`config.mk`:
```
export PLATFORM = sky130hd
export DESIGN_NAME = vga_scanout_flat
export DESIGN_NICKNAME = d
export VERILOG_FILES = /design/src/rtl/vga_pkg.sv /design/src/rtl/vga_scanout_if.sv /design/src/rtl/vga_palette.sv /design/src/rtl/vga_scanout.sv /design/src/flat_wrapper.sv
export SDC_FILE = /design/constraint.sdc
export NUM_CORES = 1
export LEC_CHECK = 0
export ABC_AREA = 1
export ABC_CLOCK_PERIOD_IN_PS = 1350
export CORE_ASPECT_RATIO = 0.75
export CORE_MARGIN = 10
export CORE_UTILIZATION = 24
export CTS_BUF_LIST = sky130_fd_sc_hd__clkbuf_4 sky130_fd_sc_hd__clkbuf_8
export DETAILED_ROUTE_END_ITERATION = 6
export GPL_TIMING_DRIVEN = 0
export MAX_ROUTING_LAYER = met4
export PLACE_DENSITY_LB_ADDON = 0.3
export SETUP_SLACK_MARGIN = 0.5
export SYNTH_ARGS = -nofsm -noshare
export SYNTH_HDL_FRONTEND = slang
export SYNTH_SLANG_ARGS = --single-unit
```
`constraint.sdc`:
```
create_clock -name i_clk -period 1.35 [get_ports i_clk]
set_clock_uncertainty 0.1 [all_clocks]
set_input_delay 0.2025 -clock i_clk [delete_from_list [all_inputs] [get_ports i_clk]]
set_output_delay 0.2025 -clock i_clk [all_outputs]
set_load 0.02 [all_outputs]
```
`src/rtl/vga_pkg.sv`:
```
// vga_pkg: 640x480@60 VGA timing constants and shared types for the scan-out engine.
package vga_pkg;
    localparam int H_ACTIVE = 640;
    localparam int H_FP = 16;
    localparam int H_SYNC = 96;
    localparam int H_BP = 48;
    localparam int H_TOTAL = H_ACTIVE + H_FP + H_SYNC + H_BP;
    localparam int V_ACTIVE = 480;
    localparam int V_FP = 10;
    localparam int V_SYNC = 2;
    localparam int V_BP = 33;
    localparam int V_TOTAL = V_ACTIVE + V_FP + V_SYNC + V_BP;
    localparam int SCAN_LATENCY = 5;
    typedef struct packed {
        logic [3:0] r;
        logic [3:0] g;
        logic [3:0] b;
    } rgb12_t;
endpackage

```
`src/rtl/vga_scanout_if.sv`:
```
// vga_scanout_if: framebuffer read, VGA pin and status signals of vga_scanout.
// VGA_PALETTE_EN adds the palette write port.
interface vga_scanout_if;
    import vga_pkg::*;
    logic [3:0] value;
    logic [7:0] pxl_x;
    logic [7:0] pxl_y;
    logic hsync;
    logic vsync;
    logic [3:0] red;
    logic [3:0] green;
    logic [3:0] blue;
    logic frame_start;
    logic vblank;
`ifdef VGA_PALETTE_EN
    logic pal_we;
    logic [3:0] pal_idx;
    logic [11:0] pal_data;
    modport master (input value, pal_we, pal_idx, pal_data,
                    output pxl_x, pxl_y, hsync, vsync, red, green, blue, frame_start, vblank);
    modport slave (output value, pal_we, pal_idx, pal_data,
                   input pxl_x, pxl_y, hsync, vsync, red, green, blue, frame_start, vblank);
`else
    modport master (input value,
                    output pxl_x, pxl_y, hsync, vsync, red, green, blue, frame_start, vblank);
    modport slave (output value,
                   input pxl_x, pxl_y, hsync, vsync, red, green, blue, frame_start, vblank);
`endif
endinterface

```
`src/rtl/vga_palette.sv`:
```
// vga_palette: registered colour-index to 12-bit RGB lookup.
// VGA_PALETTE_EN: writable 16-entry palette (reset to grayscale); otherwise fixed grayscale.
module vga_palette
    import vga_pkg::*;
(
    input  logic        i_clk,
    input  logic        i_rst_n,
    input  logic [3:0]  idx,
`ifdef VGA_PALETTE_EN
    input  logic        we,
    input  logic [3:0]  wr_idx,
    input  logic [11:0] wr_data,
`endif
    output rgb12_t      rgb
);
`ifdef VGA_PALETTE_EN
    rgb12_t pal [16];
    // Lookup reads the pre-write entry, so a same-cycle write shows up on the next lookup.
    always_ff @(posedge i_clk or negedge i_rst_n) begin
        if (!i_rst_n) begin
            for (int n = 0; n < 16; n++) pal[n] <= rgb12_t'({3{4'(n)}});
            rgb <= '0;
        end else begin
            if (we) pal[wr_idx] <= rgb12_t'(wr_data);
            rgb <= pal[idx];
        end
    end
`else
    always_ff @(posedge i_clk or negedge i_rst_n) begin
        if (!i_rst_n) rgb <= '0;
        else rgb <= rgb12_t'({idx, idx, idx});
    end
`endif
endmodule

```
`src/rtl/vga_scanout.sv`:
```
// vga_scanout: 640x480@60 VGA scan-out of a 160x120x4 framebuffer in 4x4 screen cells.
// VGA_PALETTE_EN: use the writable palette instead of fixed grayscale.
module vga_scanout
    import vga_pkg::*;
(
    input logic           i_clk,
    input logic           i_rst_n,
    vga_scanout_if.master bus
);
    logic [9:0] hcnt, vcnt;
    logic [3:0] sample;
    logic [SCAN_LATENCY-1:0] hs_d, vs_d, blank_d;
    logic h_act, v_act, h_end, v_end, hs_raw, vs_raw;
    rgb12_t rgb;
    always_comb begin
        h_act = hcnt < 10'(H_ACTIVE);
        v_act = vcnt < 10'(V_ACTIVE);
        h_end = hcnt == 10'(H_TOTAL - 1);
        v_end = vcnt == 10'(V_TOTAL - 1);
        hs_raw = !(hcnt >= 10'(H_ACTIVE + H_FP) && hcnt < 10'(H_ACTIVE + H_FP + H_SYNC));
        vs_raw = !(vcnt >= 10'(V_ACTIVE + V_FP) && vcnt < 10'(V_ACTIVE + V_FP + V_SYNC));
    end
    assign bus.pxl_x = h_act ? hcnt[9:2] : 8'd255;
    assign bus.pxl_y = v_act ? vcnt[9:2] : 8'd255;
    assign bus.vblank = !v_act;
    assign bus.frame_start = i_rst_n && hcnt == '0 && vcnt == '0;
    always_ff @(posedge i_clk or negedge i_rst_n) begin
        if (!i_rst_n) begin
            hcnt <= '0;
            vcnt <= '0;
        end else begin
            hcnt <= h_end ? '0 : hcnt + 10'd1;
            if (h_end) vcnt <= v_end ? '0 : vcnt + 10'd1;
        end
    end
    // Sample on the last clock of each cell, after the read coordinate has settled for 3 clocks.
    always_ff @(posedge i_clk or negedge i_rst_n) begin
        if (!i_rst_n) sample <= '0;
        else if (hcnt[1:0] == 2'b11) sample <= bus.value;
    end
    always_ff @(posedge i_clk or negedge i_rst_n) begin
        if (!i_rst_n) begin
            hs_d <= '1;
            vs_d <= '1;
            blank_d <= '1;
        end else begin
            hs_d <= {hs_d[SCAN_LATENCY-2:0], hs_raw};
            vs_d <= {vs_d[SCAN_LATENCY-2:0], vs_raw};
            blank_d <= {blank_d[SCAN_LATENCY-2:0], !(h_act && v_act)};
        end
    end
    vga_palette u_pal (
        .i_clk   (i_clk),
        .i_rst_n (i_rst_n),
        .idx     (sample),
`ifdef VGA_PALETTE_EN
        .we      (bus.pal_we),
        .wr_idx  (bus.pal_idx),
        .wr_data (bus.pal_data),
`endif
        .rgb     (rgb)
    );
    assign bus.hsync = hs_d[SCAN_LATENCY-1];
    assign bus.vsync = vs_d[SCAN_LATENCY-1];
    assign bus.red = blank_d[SCAN_LATENCY-1] ? 4'd0 : rgb.r;
    assign bus.green = blank_d[SCAN_LATENCY-1] ? 4'd0 : rgb.g;
    assign bus.blue = blank_d[SCAN_LATENCY-1] ? 4'd0 : rgb.b;
endmodule
```
`src/flat_wrapper.sv`:
```
// flat-port wrapper written by rule: the top's interface ports become plain ports
module vga_scanout_flat import vga_pkg::*;
  (i_clk, i_rst_n, bus_value, bus_pxl_x, bus_pxl_y, bus_hsync, bus_vsync, bus_red, bus_green, bus_blue, bus_frame_start, bus_vblank);
  vga_scanout_if bus_i ();
  input logic i_clk;
  input logic i_rst_n;
  input wire logic [$bits(bus_i.value)-1:0] bus_value;
  output wire logic [$bits(bus_i.pxl_x)-1:0] bus_pxl_x;
  output wire logic [$bits(bus_i.pxl_y)-1:0] bus_pxl_y;
  output wire logic [$bits(bus_i.hsync)-1:0] bus_hsync;
  output wire logic [$bits(bus_i.vsync)-1:0] bus_vsync;
  output wire logic [$bits(bus_i.red)-1:0] bus_red;
  output wire logic [$bits(bus_i.green)-1:0] bus_green;
  output wire logic [$bits(bus_i.blue)-1:0] bus_blue;
  output wire logic [$bits(bus_i.frame_start)-1:0] bus_frame_start;
  output wire logic [$bits(bus_i.vblank)-1:0] bus_vblank;
  assign bus_i.value = bus_value;
  assign bus_pxl_x = bus_i.pxl_x;
  assign bus_pxl_y = bus_i.pxl_y;
  assign bus_hsync = bus_i.hsync;
  assign bus_vsync = bus_i.vsync;
  assign bus_red = bus_i.red;
  assign bus_green = bus_i.green;
  assign bus_blue = bus_i.blue;
  assign bus_frame_start = bus_i.frame_start;
  assign bus_vblank = bus_i.vblank;
  vga_scanout u_core (.i_clk(i_clk), .i_rst_n(i_rst_n), .bus(bus_i));
endmodule
```
== Word-level counts from Yosys, hierarchy flattened ==
Index checks and enable logic that the tools add are counted.

* Bits in registers: 43
* Input port bits: 6
* Output and inout port bits: 32
* Word-level logic and storage cells: 34

* Add/sub/neg operators: 2
* Order comparisons: 6
* Equal/unequal tests: 3
* Mux-type cells: 5
* Reductions and logical operators: 11

{| class="wikitable"
|+ Operator list
! operator !! count
|-
| adder 10 x 1 -> 10 bit, second input constant || 2
|-
| equality test 10 bit, second input constant || 2
|-
| zero test 10 bit || 2
|-
| < comparator 10 bit, second input constant || 2
|-
| < comparator 10 x 9 -> 1 bit, second input constant || 2
|-
| 2-to-1 mux 10 bit || 2
|-
| 2-to-1 mux 8 bit || 2
|-
| >= comparator 10 bit, second input constant || 1
|-
| >= comparator 10 x 9 -> 1 bit, second input constant || 1
|-
| logical AND 1 bit || 5
|-
| zero test 1 bit || 4
|-
| 2-to-1 mux 4 bit || 1
|-
| equality test 2 bit, second input constant || 1
|}

== Logic depth before layout (Yosys ltp) ==
* Word-level depth: 3
* Gate-level depth with buffers: 7
* Gate-level depth less buffers: 7

== Hierarchy ==
A second synthesis with hierarchy kept.

* Cell total of the unflattened synthesis: 239
* Area total of the unflattened synthesis: 2088.3 sq um

{| class="wikitable"
|+ By module, submodules not included
! module !! times used !! cells each !! area each (sq um) !! seq. area each (sq um)
|-
| vga_scanout || 1 || 227 || 1928.1 || 994.7
|-
| vga_palette || 1 || 12 || 160.2 || 100.1
|}

== Worst setup path after synthesis ==
OpenSTA, ideal clock, no wires.

* Kind: register -> output
* Start: reg u_core.vcnt[0]
* End: out bus_frame_start
* Arrival time: 1323 ps
* Data required time: 1048 ps
* Slack: -275 ps
* Stages on the path, launching flop included: 7
* Cell sequence: dfrtp_1 > inv_1 > ha_1 > nand3_1 > nor2_1 > nand2_1 > nor3_1

* Cells in the longest elaborated chain, start to end: 2

{| class="wikitable"
|+ RTL lines
! item !! RTL line !! RTL
|-
| from (decl) || vga_scanout.sv:10 || <nowiki>logic [9:0] hcnt, vcnt;</nowiki>
|-
| from (signal assigned) || vga_scanout.sv:33 || <nowiki>if (h_end) vcnt <= v_end ? '0 : vcnt + 10'd1;</nowiki>
|-
| zero test 10 bit || vga_scanout.sv:26 || <nowiki>assign bus.frame_start = i_rst_n && hcnt == '0 && vcnt == '0;</nowiki>
|-
| logical AND 1 bit || vga_scanout.sv:26 ||
|-
| to (decl) || flat_wrapper.sv:15 || <nowiki>output wire logic [$bits(bus_i.frame_start)-1:0] bus_frame_start;</nowiki>
|}

No other way between the ends.

== Worst setup path after layout ==
Ends and elaborated chain as after synthesis.

==> flow_metrics.env <==
export IMPL_status="complete, but fails checks"
export IMPL_failed_checks="negative hold slack, negative setup slack"
export IMPL_die_w_um=127
export IMPL_r2r_cells=9
export IMPL_r2r_start="u_core.hcnt[0]$_DFF_PN0_"
export IMPL_ctsRootBufferMaster="sky130_fd_sc_hd__clkbuf_8"
export IMPL_final_setup_viol_count=52
export IMPL_synth_compound_area_share_pct=4.26
export IMPL_critical_path_slowest_cell="sky130_fd_sc_hd__dfrtp_2"
export IMPL_setup_worst_path_start="u_core.vcnt[0]$_DFFE_PN0N_"
export IMPL_worst_skew_pair_late_latency_ns=0.30
export IMPL_critical_path_max_stage_delay_ns=0.41
export IMPL_most_frequent_standard_cell_in_the_layout_excluding_fill_and_tap_cells="sky130_fd_sc_hd__buf_6"
export IMPL_cts_tree="done"
export IMPL_rsz0062_at_grt="true"
export IMPL_drt_pass1_iter_count=4
export IMPL_final_instance_area_sq_mm=0.00354
export IMPL_ff2ff_setup_slack_ns=-0.32
export IMPL_total_negative_slack_ns=-12.68
export IMPL_fp_row_count=29
export IMPL_postSynthNetCount=232
export IMPL_vias=1741
export IMPL_synth_avg_cell_area_sq_um=9.25
export IMPL_max_clock_path_buffers=2
export IMPL_netlist_area_leader_share_pct=34.1
export IMPL_initial_util_pct=24.5
export IMPL_synth_top_family_by_area="simple AND/OR/NAND/NOR gates"
export IMPL_post_synth_mux_area_share_pct=2.19
export IMPL_cts_buffers_inserted=5
export IMPL_tritoncts_num_sinks=43
export IMPL_floorplan_die_area_sq_mm=0.0127
export IMPL_grt_antenna_before_repair=0
export IMPL_clk_transition_reported_paths_ns=0.09
export IMPL_track_usage_pct=8.57
export IMPL_synth_warning_count=0
export IMPL_placeableCoreArea_sq_mm=0.00838
export IMPL_synth_seq_cells=43
export IMPL_routed_wirelength_um=5360
export IMPL_drive_above_1_share_pct=62.4
export IMPL_place_detailed_hpwl_um=3530
export IMPL_number_of_standard_cells_after_synthesis=222
export IMPL_tightest_slew_ns=0.548
export IMPL_drtAntennaViolNets=0
export IMPL_most_common_layout_cells="59 x sky130_fd_sc_hd__buf_6, 24 x sky130_fd_sc_hd__nand2_1, 21 x sky130_fd_sc_hd__dfrtp_1"
export IMPL_slew_violations=0
export IMPL_area_growth_syn_to_layout_pct=72.2
export IMPL_grt_pass1_wl_um=8600
export IMPL_floorplan_io_pins=38
export IMPL_synth_cell_types=28
export IMPL_post_synth_and_or_nand_nor_area_fraction_pct=23.4
export IMPL_synth_xor_area_share_pct=2.98
export IMPL_vias_per_inst=4.21
export IMPL_synthAdderAreaFrac_pct=2.44
export IMPL_synth_yosys_seq_area_share_pct=53.3
export IMPL_antenna_cells_inserted=0
export IMPL_crit_path_start_kind="register"
export IMPL_placed_cell_area_sq_mm=0.00283
export IMPL_top_cell_type_by_total_area_after_synthesis="sky130_fd_sc_hd__dfrtp_1"
export IMPL_synth_area_top_cells="sky130_fd_sc_hd__dfrtp_1 34%, sky130_fd_sc_hd__dfstp_2 19%, sky130_fd_sc_hd__nand2_1 8.2%"
export IMPL_critical_path_max_fanout=3
export IMPL_worst_setup_path_type="register to primary output"
export IMPL_power_total_mw=2.50
export IMPL_globalRouteOverflowTotal=0
export IMPL_dp_slack_ns=-0.787
export IMPL_finalCriticalPeriod_ns=1.79
export IMPL_required_ns=1.05
export IMPL_maxSlewHeadroom_pct=63.4
export IMPL_wl_per_cell_um=13.0
export IMPL_numPortBuffers=37
export IMPL_detail_route_drc_violations=0
export IMPL_grt_start_max_net_pins=25
export IMPL_power_static_leakage_nw=1.69
export IMPL_hold_viol=14
export IMPL_holdCritPathClass="primary input to asynchronous set/reset pin"
export IMPL_floorplan_die_height_um=100
export IMPL_power_per_cell_area_mw_per_mm2=706
export IMPL_cts_htree_levels=2
export IMPL_timing_max_cap_violations=0
export IMPL_worstSetupEndpointType="primary output"
export IMPL_crit_path_cell_trace="inv_2 -> ha_4 -> nand3_2 -> nor2_2 -> nand2_2 -> nor3_4 -> buf_6"
export IMPL_syn_cell_area_sq_mm=0.00205
export IMPL_max_freq_mhz=560
export IMPL_cp_arrival_ns=1.48
export IMPL_vias_in_the_first_global_route=1713
export IMPL_worst_ir_drop_vdd_mv=0.378
export IMPL_finalNetCount=315
export IMPL_finalCritPeriodShare_pct=132
export IMPL_final_hold_worst_slack_ns=-0.220
export IMPL_drtIter0Drc=95
export IMPL_post_route_worst_setup_slack_ns=-0.437
export IMPL_routabilityCongestion=0.893
-- synthesized netlist by cell type --
cell / count
sky130_fd_sc_hd__nand2_1: 45
sky130_fd_sc_hd__inv_1: 36
sky130_fd_sc_hd__dfrtp_1: 28
sky130_fd_sc_hd__nor2_1: 16
sky130_fd_sc_hd__dfstp_2: 15
sky130_fd_sc_hd__nand3_1: 14
sky130_fd_sc_hd__o21ai_0: 10
sky130_fd_sc_hd__buf_4: 9
sky130_fd_sc_hd__xor2_1: 7
sky130_fd_sc_hd__nand4_1: 6
sky130_fd_sc_hd__nor3_1: 6
sky130_fd_sc_hd__ha_1: 4
sky130_fd_sc_hd__mux2_2: 4
sky130_fd_sc_hd__a21oi_1: 3
sky130_fd_sc_hd__o21ai_1: 3
sky130_fd_sc_hd__inv_2: 2
sky130_fd_sc_hd__nand3_4: 2
sky130_fd_sc_hd__nor2_2: 2
sky130_fd_sc_hd__buf_2: 1
sky130_fd_sc_hd__buf_8: 1
sky130_fd_sc_hd__clkbuf_1: 1
sky130_fd_sc_hd__nand2_2: 1
sky130_fd_sc_hd__nand3b_1: 1
sky130_fd_sc_hd__nand4_2: 1
sky130_fd_sc_hd__nor2_4: 1
sky130_fd_sc_hd__nor2_8: 1
sky130_fd_sc_hd__nor3_2: 1
sky130_fd_sc_hd__o211ai_1: 1
-- cells by family after synthesis --
kind of cell	Yosys count
muxes	4
and+or+nand+nor	97
DFF	43
adders and majority gates	4
xor gates and xnor gates	7
buffers and inverters	50
AOI/OAI and AO/OA	17
-- critical path: cells and delay by family, from the launching register on --
family / cells / cell delay, ns
adders and majority gates: 1 / 0.14
buffers and inverters: 2 / 0.22
DFF: 1 / 0.41
and+or+nand+nor: 4 / 0.41
-- routing by layer --
layer	track usage [%]	part of all wire [%]	vias up
met2	12.5	46	52
met3	3.05	7.0	8
li1	-	-	860
met1	10.9	46	821
met5	-	0	-
met4	2.62	1.1	0
-- registers in the layout (all words and copies together) (netlist names) --
name	count
u_core.hs_d	5
u_core.u_pal.rgb	4
u_core.vcnt	10
u_core.hcnt	10
u_core.vs_d	5
u_core.blank_d	5
u_core.sample	4
-- path summary, 6_finish.rpt --
path | endpoint
setup reg to reg | u_core.hcnt[6]$_DFF_PN0_
hold / removal | u_core.hcnt[5]$_DFF_PN0_
hold reg to reg | u_core.blank_d[4]$_DFF_PN1_
max in group asynchronous | u_core.hs_d[4]$_DFF_PN1_
setup / recovery | bus_frame_start
min in group i_clk | u_core.blank_d[4]$_DFF_PN1_
-- timing repair --
item,CTS,global route
hold endpoints to repair,14,14
gates resized for setup,238,18
gates cloned,1,1
setup buffers,28,8
endpoints found under the setup margin,59,59
pin swaps,14,4
-- report_power, final --
| group | total [mW] | switching [mW] | internal [mW] |
|---|---|---|---|
| Clock | 1.02 | 0.471 | 0.551 |
| Sequential | 1.31 | 0.00438 | 1.30 |
| Combinational | 0.170 | 0.0823 | 0.0880 |
| Total | 2.50 | 0.557 | 1.94 |
-- through the flow --
stage	utilization, %	cells
after floorplan	-	222
after global placement	33.5	367
after detailed placement	33.7	368
after CTS	40.6	405
after global routing	42.2	414
final	42.2	414
-- layout make-up --
type | instances | area, sq um
fillers | 794 | 4840
inverters | 38 | 155
clock buffers | 5 | 68.8
plain buffers | 12 | 133
flip-flops and latches | 43 | 1100
multi-input cells | 130 | 1060
clock inverters | 3 | 43.8
well taps | 108 | 135
repair buffers | 75 | 842
Note: power is estimated with default switching activity, not from simulation.
